**src/rtl/tt_um_mux_selctl_bmsce.sv**
```systemverilog
// tt_um_mux_selctl_bmsce
// Select-control front end for the 2:1 mux tile. It synchronises the pad
// inputs and debounces the select button. In auto mode it generates a
// periodic select instead. It drives the registered mux output and status.
// Build option: define MUXSEL_DEBOUNCE_EN to enable the counted debounce.
// When it is undefined, the debounced level is simply the synchronised level
// from the previous cycle.
module tt_um_mux_selctl_bmsce #(
    parameter int DEBOUNCE_CYCLES = 16,
    parameter int AUTO_PERIOD     = 256
) (
    input  logic       clk,
    input  logic       rst_n,
    input  logic       ena,
    input  logic [7:0] ui_in,
    output logic [7:0] uo_out,
    input  logic [7:0] uio_in,
    output logic [7:0] uio_out,
    output logic [7:0] uio_oe
);

    localparam int PW = $clog2(AUTO_PERIOD);
    localparam logic [PW-1:0] P_LAST = PW'(AUTO_PERIOD - 1);

    // Reject illegal parameterisations at elaboration time.
    if (DEBOUNCE_CYCLES < 1 || DEBOUNCE_CYCLES > 65535) begin : g_bad_db
        $error("DEBOUNCE_CYCLES out of range 1..65535");
    end
    if (AUTO_PERIOD < 2 || AUTO_PERIOD > 65536) begin : g_bad_period
        $error("AUTO_PERIOD out of range 2..65536");
    end

    logic [3:0]    s1;
    logic [3:0]    s2;
    logic          btn_s;
    logic          in1_s;
    logic          in2_s;
    logic          mode_s;
    logic          mode_prev;
    logic          mode_chg;
    logic          db_level;
    logic          press;
    logic          toggle;
    logic          sel;
    logic          y;
    logic [3:0]    toggle_cnt;
    logic [PW-1:0] pcnt;

    assign btn_s  = s2[0];
    assign in1_s  = s2[1];
    assign in2_s  = s2[2];
    assign mode_s = s2[3];

    // Two-flop synchroniser for button, both data inputs and mode.
    always_ff @(posedge clk or negedge rst_n) begin
        if (!rst_n) begin
            s1 <= '0;
            s2 <= '0;
        end else begin
            s1 <= ui_in[3:0];
            s2 <= s1;
        end
    end

`ifdef MUXSEL_DEBOUNCE_EN
    localparam int DW = (DEBOUNCE_CYCLES > 1) ? $clog2(DEBOUNCE_CYCLES) : 1;
    localparam logic [DW-1:0] DB_LAST = DW'(DEBOUNCE_CYCLES - 1);

    logic [DW-1:0] db_cnt;

    // A press is the edge where a rising button level is finally accepted.
    always_comb begin
        press = btn_s & ~db_level & (db_cnt == DB_LAST);
    end

    // Count consecutive cycles that disagree with the accepted level.
    always_ff @(posedge clk or negedge rst_n) begin
        if (!rst_n) begin
            db_cnt   <= '0;
            db_level <= 1'b0;
        end else if (btn_s == db_level) begin
            db_cnt <= '0;
        end else if (db_cnt == DB_LAST) begin
            db_level <= btn_s;
            db_cnt   <= '0;
        end else begin
            db_cnt <= db_cnt + 1'b1;
        end
    end
`else
    // Without debounce, any synchronised rising level counts as a press.
    always_comb begin
        press = btn_s & ~db_level;
    end

    // The accepted level just follows the synchronised button.
    always_ff @(posedge clk or negedge rst_n) begin
        if (!rst_n) begin
            db_level <= 1'b0;
        end else begin
            db_level <= btn_s;
        end
    end
`endif

    // A mode change suppresses toggling for one edge while the period restarts.
    always_comb begin
        mode_chg = mode_s ^ mode_prev;
        toggle   = ~mode_chg & (mode_s ? (pcnt == P_LAST) : press);
    end

    // Period counter, select state, toggle counter and the registered mux.
    always_ff @(posedge clk or negedge rst_n) begin
        if (!rst_n) begin
            mode_prev  <= 1'b0;
            pcnt       <= '0;
            sel        <= 1'b0;
            y          <= 1'b0;
            toggle_cnt <= '0;
        end else begin
            mode_prev <= mode_s;
            y         <= sel ? in2_s : in1_s;
            if (mode_chg || !mode_s || pcnt == P_LAST) begin
                pcnt <= '0;
            end else begin
                pcnt <= pcnt + 1'b1;
            end
            if (toggle) begin
                sel        <= ~sel;
                toggle_cnt <= toggle_cnt + 1'b1;
            end
        end
    end

    assign uo_out  = {toggle_cnt, in2_s, in1_s, sel, y};
    assign uio_out = 8'h00;
    assign uio_oe  = 8'h00;

    logic unused_ok;
    assign unused_ok = &{1'b0, ena, uio_in, ui_in[7:4]};

endmodule

```
**config.mk**
```make
export PLATFORM = sky130hd
export DESIGN_NAME = tt_um_mux_selctl_bmsce
export DESIGN_NICKNAME = d
export VERILOG_FILES = /design/src/rtl/tt_um_mux_selctl_bmsce.sv
export SDC_FILE = /design/constraint.sdc
export NUM_CORES = 1
export LEC_CHECK = 0
export BUFFER_PORTS_ARGS = -buffer_cell sky130_fd_sc_hd__buf_2
export CAP_MARGIN = 20
export CORE_AREA = 2 2 43 75
export CTS_CLUSTER_DIAMETER = 80
export CTS_CLUSTER_SIZE = 20
export DETAILED_ROUTE_END_ITERATION = 7
export DIE_AREA = 0 0 45 77
export PLACE_DENSITY_LB_ADDON = 0.12
export SLEW_MARGIN = 20
export SYNTH_ARGS = -nofsm -noshare
export SYNTH_HDL_FRONTEND = slang
export SYNTH_SLANG_ARGS = --single-unit
```
**constraint.sdc**
```tcl
create_clock -name clk -period 4.5 [get_ports clk]
set_clock_uncertainty 0.2 [all_clocks]
set_input_delay 0.225 -clock clk [delete_from_list [all_inputs] [get_ports clk]]
set_output_delay 0.225 -clock clk [all_outputs]
set_load 0.02 [all_outputs]
```
# == Word-level counts from Yosys, hierarchy flattened ==
# Index checks and enable logic that the tools add are counted.
# op_classes
reduce_logical,3
mux,3
addsub,2
bitwise,6
n_eq_ne,1
# op_table
operator,count
"8-bit by 1-bit adder with 8-bit output, second input constant",1
"8-bit == test, second input constant",1
8-bit 2-to-1 mux,1
"4-bit by 1-bit adder with 4-bit output, second input constant",1
1-bit NOT,3
1-bit AND,2
1-bit logical OR,2
1-bit 2-to-1 mux,2
1-bit zero test,1
1-bit bitwise XOR,1
# word_totals
elab_cells,23
ff_bits,24
in_bits,19
output_inout_bits,24

# == Longest topological paths before layout ==
# depth
depth_word,4
mapped_depth,6
depth_no_buf,5

# == Worst setup path after synthesis ==
# OpenSTA, ideal clock, no wires.
# synth_path
path_type,register to register
startpoint,register pcnt[0]
endpoint,register toggle_cnt[1]
path_stages_with_launch,7
t_required_ps,4175
period_less_slack_ps,1818
arrival_ps,1493
path_buffers,1
setup_ps,125
slack_ps,2682
path_cell_list,dfrtp_1 -> ha_1 -> and3_1 -> buf_6 -> a31oi_4 -> nor2_4 -> mux2_4
# synth_via
elab_chain_cells,3
# synth_rtl
element,line_no,rtl
from (decl),47,logic [PW-1:0] pcnt;
from (signal assigned),126,pcnt <= pcnt + 1'b1;
8-bit == test,109,toggle = ~mode_chg & (mode_s ? (pcnt == P_LAST) : press);
1-bit 2-to-1 mux,109,
1-bit AND,109,
to (signal assigned),130,toggle_cnt <= toggle_cnt + 1'b1;
to (decl),46,logic [3:0] toggle_cnt;
# Every way passes these cells.
# A chain may end at the register's enable or synchronous reset.

# == Worst setup path in the final report ==
# Same ends and word-level chain as after synthesis.

==> qor.csv <==
stage;metric;value;unit
final_layout;final_common_cell;dfrtp_1;
clock_network;post_cts_resized;0;
worst_setup_path;crit_fanout;5;
power_and_ir_drop;power_density;423;mW/mm^2
worst_setup_path;end_kind;flip-flop;
clock_network;clkLatencyLatePin;0.26;ns
clock_network;cts_tree;built;
floorplanning;die_h;77;um
clock_network;clockBufferDepth;2;
clock_network;cts.clk_slew.worst_paths;0.07;ns
clock_network;clock_sink_count;24;
timing;hold_viol_final;0;
clock_network;h-tree-depth;1;
floorplanning;dieWidth;45;um
hold_path;hp-class;flip-flop to flip-flop;
final_layout;layout_common_cells;dfrtp_1 (24), conb_1 (16), buf_2 (13), xor2_1 (7), dlygate4sd3_1 (5);
worst_setup_path;crit_required;4.45;ns
worst_setup_path;cpPeakStageDelay;0.42;ns
synth;synth_top_area_share;54.9;%
routing;wl;1480;um
final_layout;antenna_cells;0;
synth;netlist_instances;86;
floorplanning;row_count;26;
global_route;grt_max_degree;25;
worst_setup_path;path_delay_family;flip-flops;
global_route;grt_pass1_vias;564;
floorplanning;initial_core_util;38.2;%
run;cap_violations;0;
final_layout;nets;125;
global_route;grt_first_pass_wirelength;2430;um
routing;dr_wl_met2;814;um
synth;yosysWarnings;0;
power_and_ir_drop;irDropWorstVdd;0.184;mV
worst_setup_path;critPathKind;flip-flop to flip-flop;
routing;drtPass1Iterations;4;
worst_setup_path;worstPathCellList;ha_1 > and3_1 > a31oi_4 > nor2_4 > mux2_4;
timing;max_slew.worst_pin.slew;0.531;ns
worst_setup_path;worstSetupStartpointType;flip-flop;
routing;wl_per_cell;11.5;um
synth;synth_area_leader_cell;dfrtp_1;
routing;drc;0;
power_and_ir_drop;leakage;0.601;nW
timing;fmaxAchievable;0.530;GHz
timing;drv_slew;0;
worst_setup_path;crit_buf_inv;0;
synth;syn-cell-area;0.00109;sq mm
synth;yosysUniqueCellTypes;26;
floorplanning;core;0.00286;sq mm
timing;min_period_over_period;41.9;%
global_route;grt_usage;9.62;%
timing;setup_violations;0;
floorplanning;die-area;0.00347;sq mm
placement;io_buffers;13;
routing;final_antenna_net_count;0;
synth;seq_area_frac_synth;54.9;%
floorplanning;io_pins;43;
final_layout;area_growth;7.89;%
worst_setup_path;crit_arrival;1.84;ns
routing;drtIter0Drc;8;
timing;min_period;1.89;ns
routing;wl_met1;580;um
synth;ys_ff_latch;24;
final_layout;drive_gt1_share;21.8;%
routing;route.met3.wl;40;um
global_route;globalRouteOverflowTotal;0;
routing;vias;577;
status;status;finished, final reports clean;
clock_network;root_buffer;clkbuf_8;
timing;tns;0;ns
worst_setup_path;cp_slowest_cell;dfrtp_1;
final_layout;finalNonFillerCells;129;
placement;gp_congestion;0.765;
placement;dpl.cell_count;121;
timing;rsz0062_at_grt;false;
clock_network;cts_buffers;3;
synth;synth_area_leaders;dfrtp_1 (55%), buf_4 (14%), xor2_1 (5.6%);
timing;slew_headroom;64.6;%
global_route;antenna_found_initial;0;
routing;via_per_inst;4.47;
placement;place_hpwl;1080;um
synth;syn_avg_cell_area;12.7;sq um
final_layout;fin_util;41.2;%
routing;top_layer_used;met4;
-- cells by family after synthesis --
| kind of cell | share of synthesized area, % |
|---|---|
| AO/OA/AOI/OAI | 5.15 |
| adder cells (fa/ha/maj) | 3.43 |
| AND/OR/NAND/NOR | 12.2 |
| other | 0.343 |
| flip-flops | 54.9 |
| XOR/XNOR | 6.41 |
| multiplexers | 2.40 |
| buffers and inverters | 15.1 |
-- power by group --
group | total, mW | leakage [nW] | internal [mW] | switching (mW)
logic | 0.112 | 0.278 | 0.0442 | 0.0677
registers | 0.266 | 0.301 | 0.244 | 0.0226
clock network | 0.121 | 0.0216 | 0.0598 | 0.0615
-- sequential cells by signal (all words and copies together), names as in the netlist --
name / cells
db_level: 1
mode_prev: 1
y: 1
s2: 4
sel: 1
s1: 4
pcnt: 8
toggle_cnt: 4
-- path summary, 6_finish.rpt --
path	startpoint	to	slack, ns	cells past startpoint
min	s1[3]$_DFF_PN0_	s2[3]$_DFF_PN0_	0.15	0
max	pcnt[0]$_DFF_PN0_	toggle_cnt[1]$_DFFE_PN0P_	2.61	5
max in group asynchronous	rst_n	s1[3]$_DFF_PN0_	3.47	2
min reg2reg	s1[3]$_DFF_PN0_	s2[3]$_DFF_PN0_	0.15	0
min in group asynchronous	rst_n	s2[1]$_DFF_PN0_	0.27	2
max reg2reg	pcnt[0]$_DFF_PN0_	toggle_cnt[1]$_DFFE_PN0P_	2.61	5
-- worst reg2reg max path, delay by kind of cell (launching register included) --
family	cells	cell delay [ns]
AO/OA/AOI/OAI	1	0.27
adder cells (fa/ha/maj)	1	0.25
flip-flops	1	0.42
multiplexers	1	0.29
AND/OR/NAND/NOR	2	0.35
-- metrics by stage --
step | power [mW] | setup WS, ns | hold WS, ns | instance area (sq um)
2_1_floorplan | 0.366 | 2.68 | -0.271 | 1150
3_3_place_gp | 0.380 | 2.62 | 0.0326 | 1090
3_5_place_dp | 0.383 | 2.62 | 0.0382 | 1090
4_1_cts | 0.510 | 2.60 | 0.153 | 1180
5_1_grt | 0.534 | 2.51 | 0.161 | 1180
6_report | 0.499 | 2.61 | 0.150 | 1180
-- synth_stat cells --
library cell	count
and2_1	3
nor3b_1	1
dfrtp_1	24
a21boi_0	1
a41o_1	1
conb_1	1
mux2_4	1
a31oi_4	1
buf_4	20
o21ai_0	2
a22oi_1	1
xor2_1	7
nand3_1	2
and3_1	3
and4_1	2
nor2_4	1
nand4b_1	1
mux2_2	1
inv_1	1
buf_6	1
xnor2_1	1
nor3_2	1
nor3b_2	1
nand2_1	3
nor2_1	2
ha_1	3
-- final cells by class --
cell class	count	area, sq um
Clock buffer	3	41.3
Fill cell	284	1680
Multi-Input combinational cell	55	384
Inverter	1	3.75
Sequential cell	24	601
Tap cell	28	35.0
Timing Repair Buffer	18	115
-- what timing repair did --
item                                   in CTS  in global routing
setup buffers                               0                  0
endpoints found under the hold margin      28                  0
hold buffers                                5                  0
-- layer usage --
metal  GRT usage (%)  vias up
met1            10.7      279
met2            15.1       13
li1                -      280
met5               0        -
met4            7.06        0
met3            2.12        5
No activity file was read; power rests on OpenSTA's default activity.
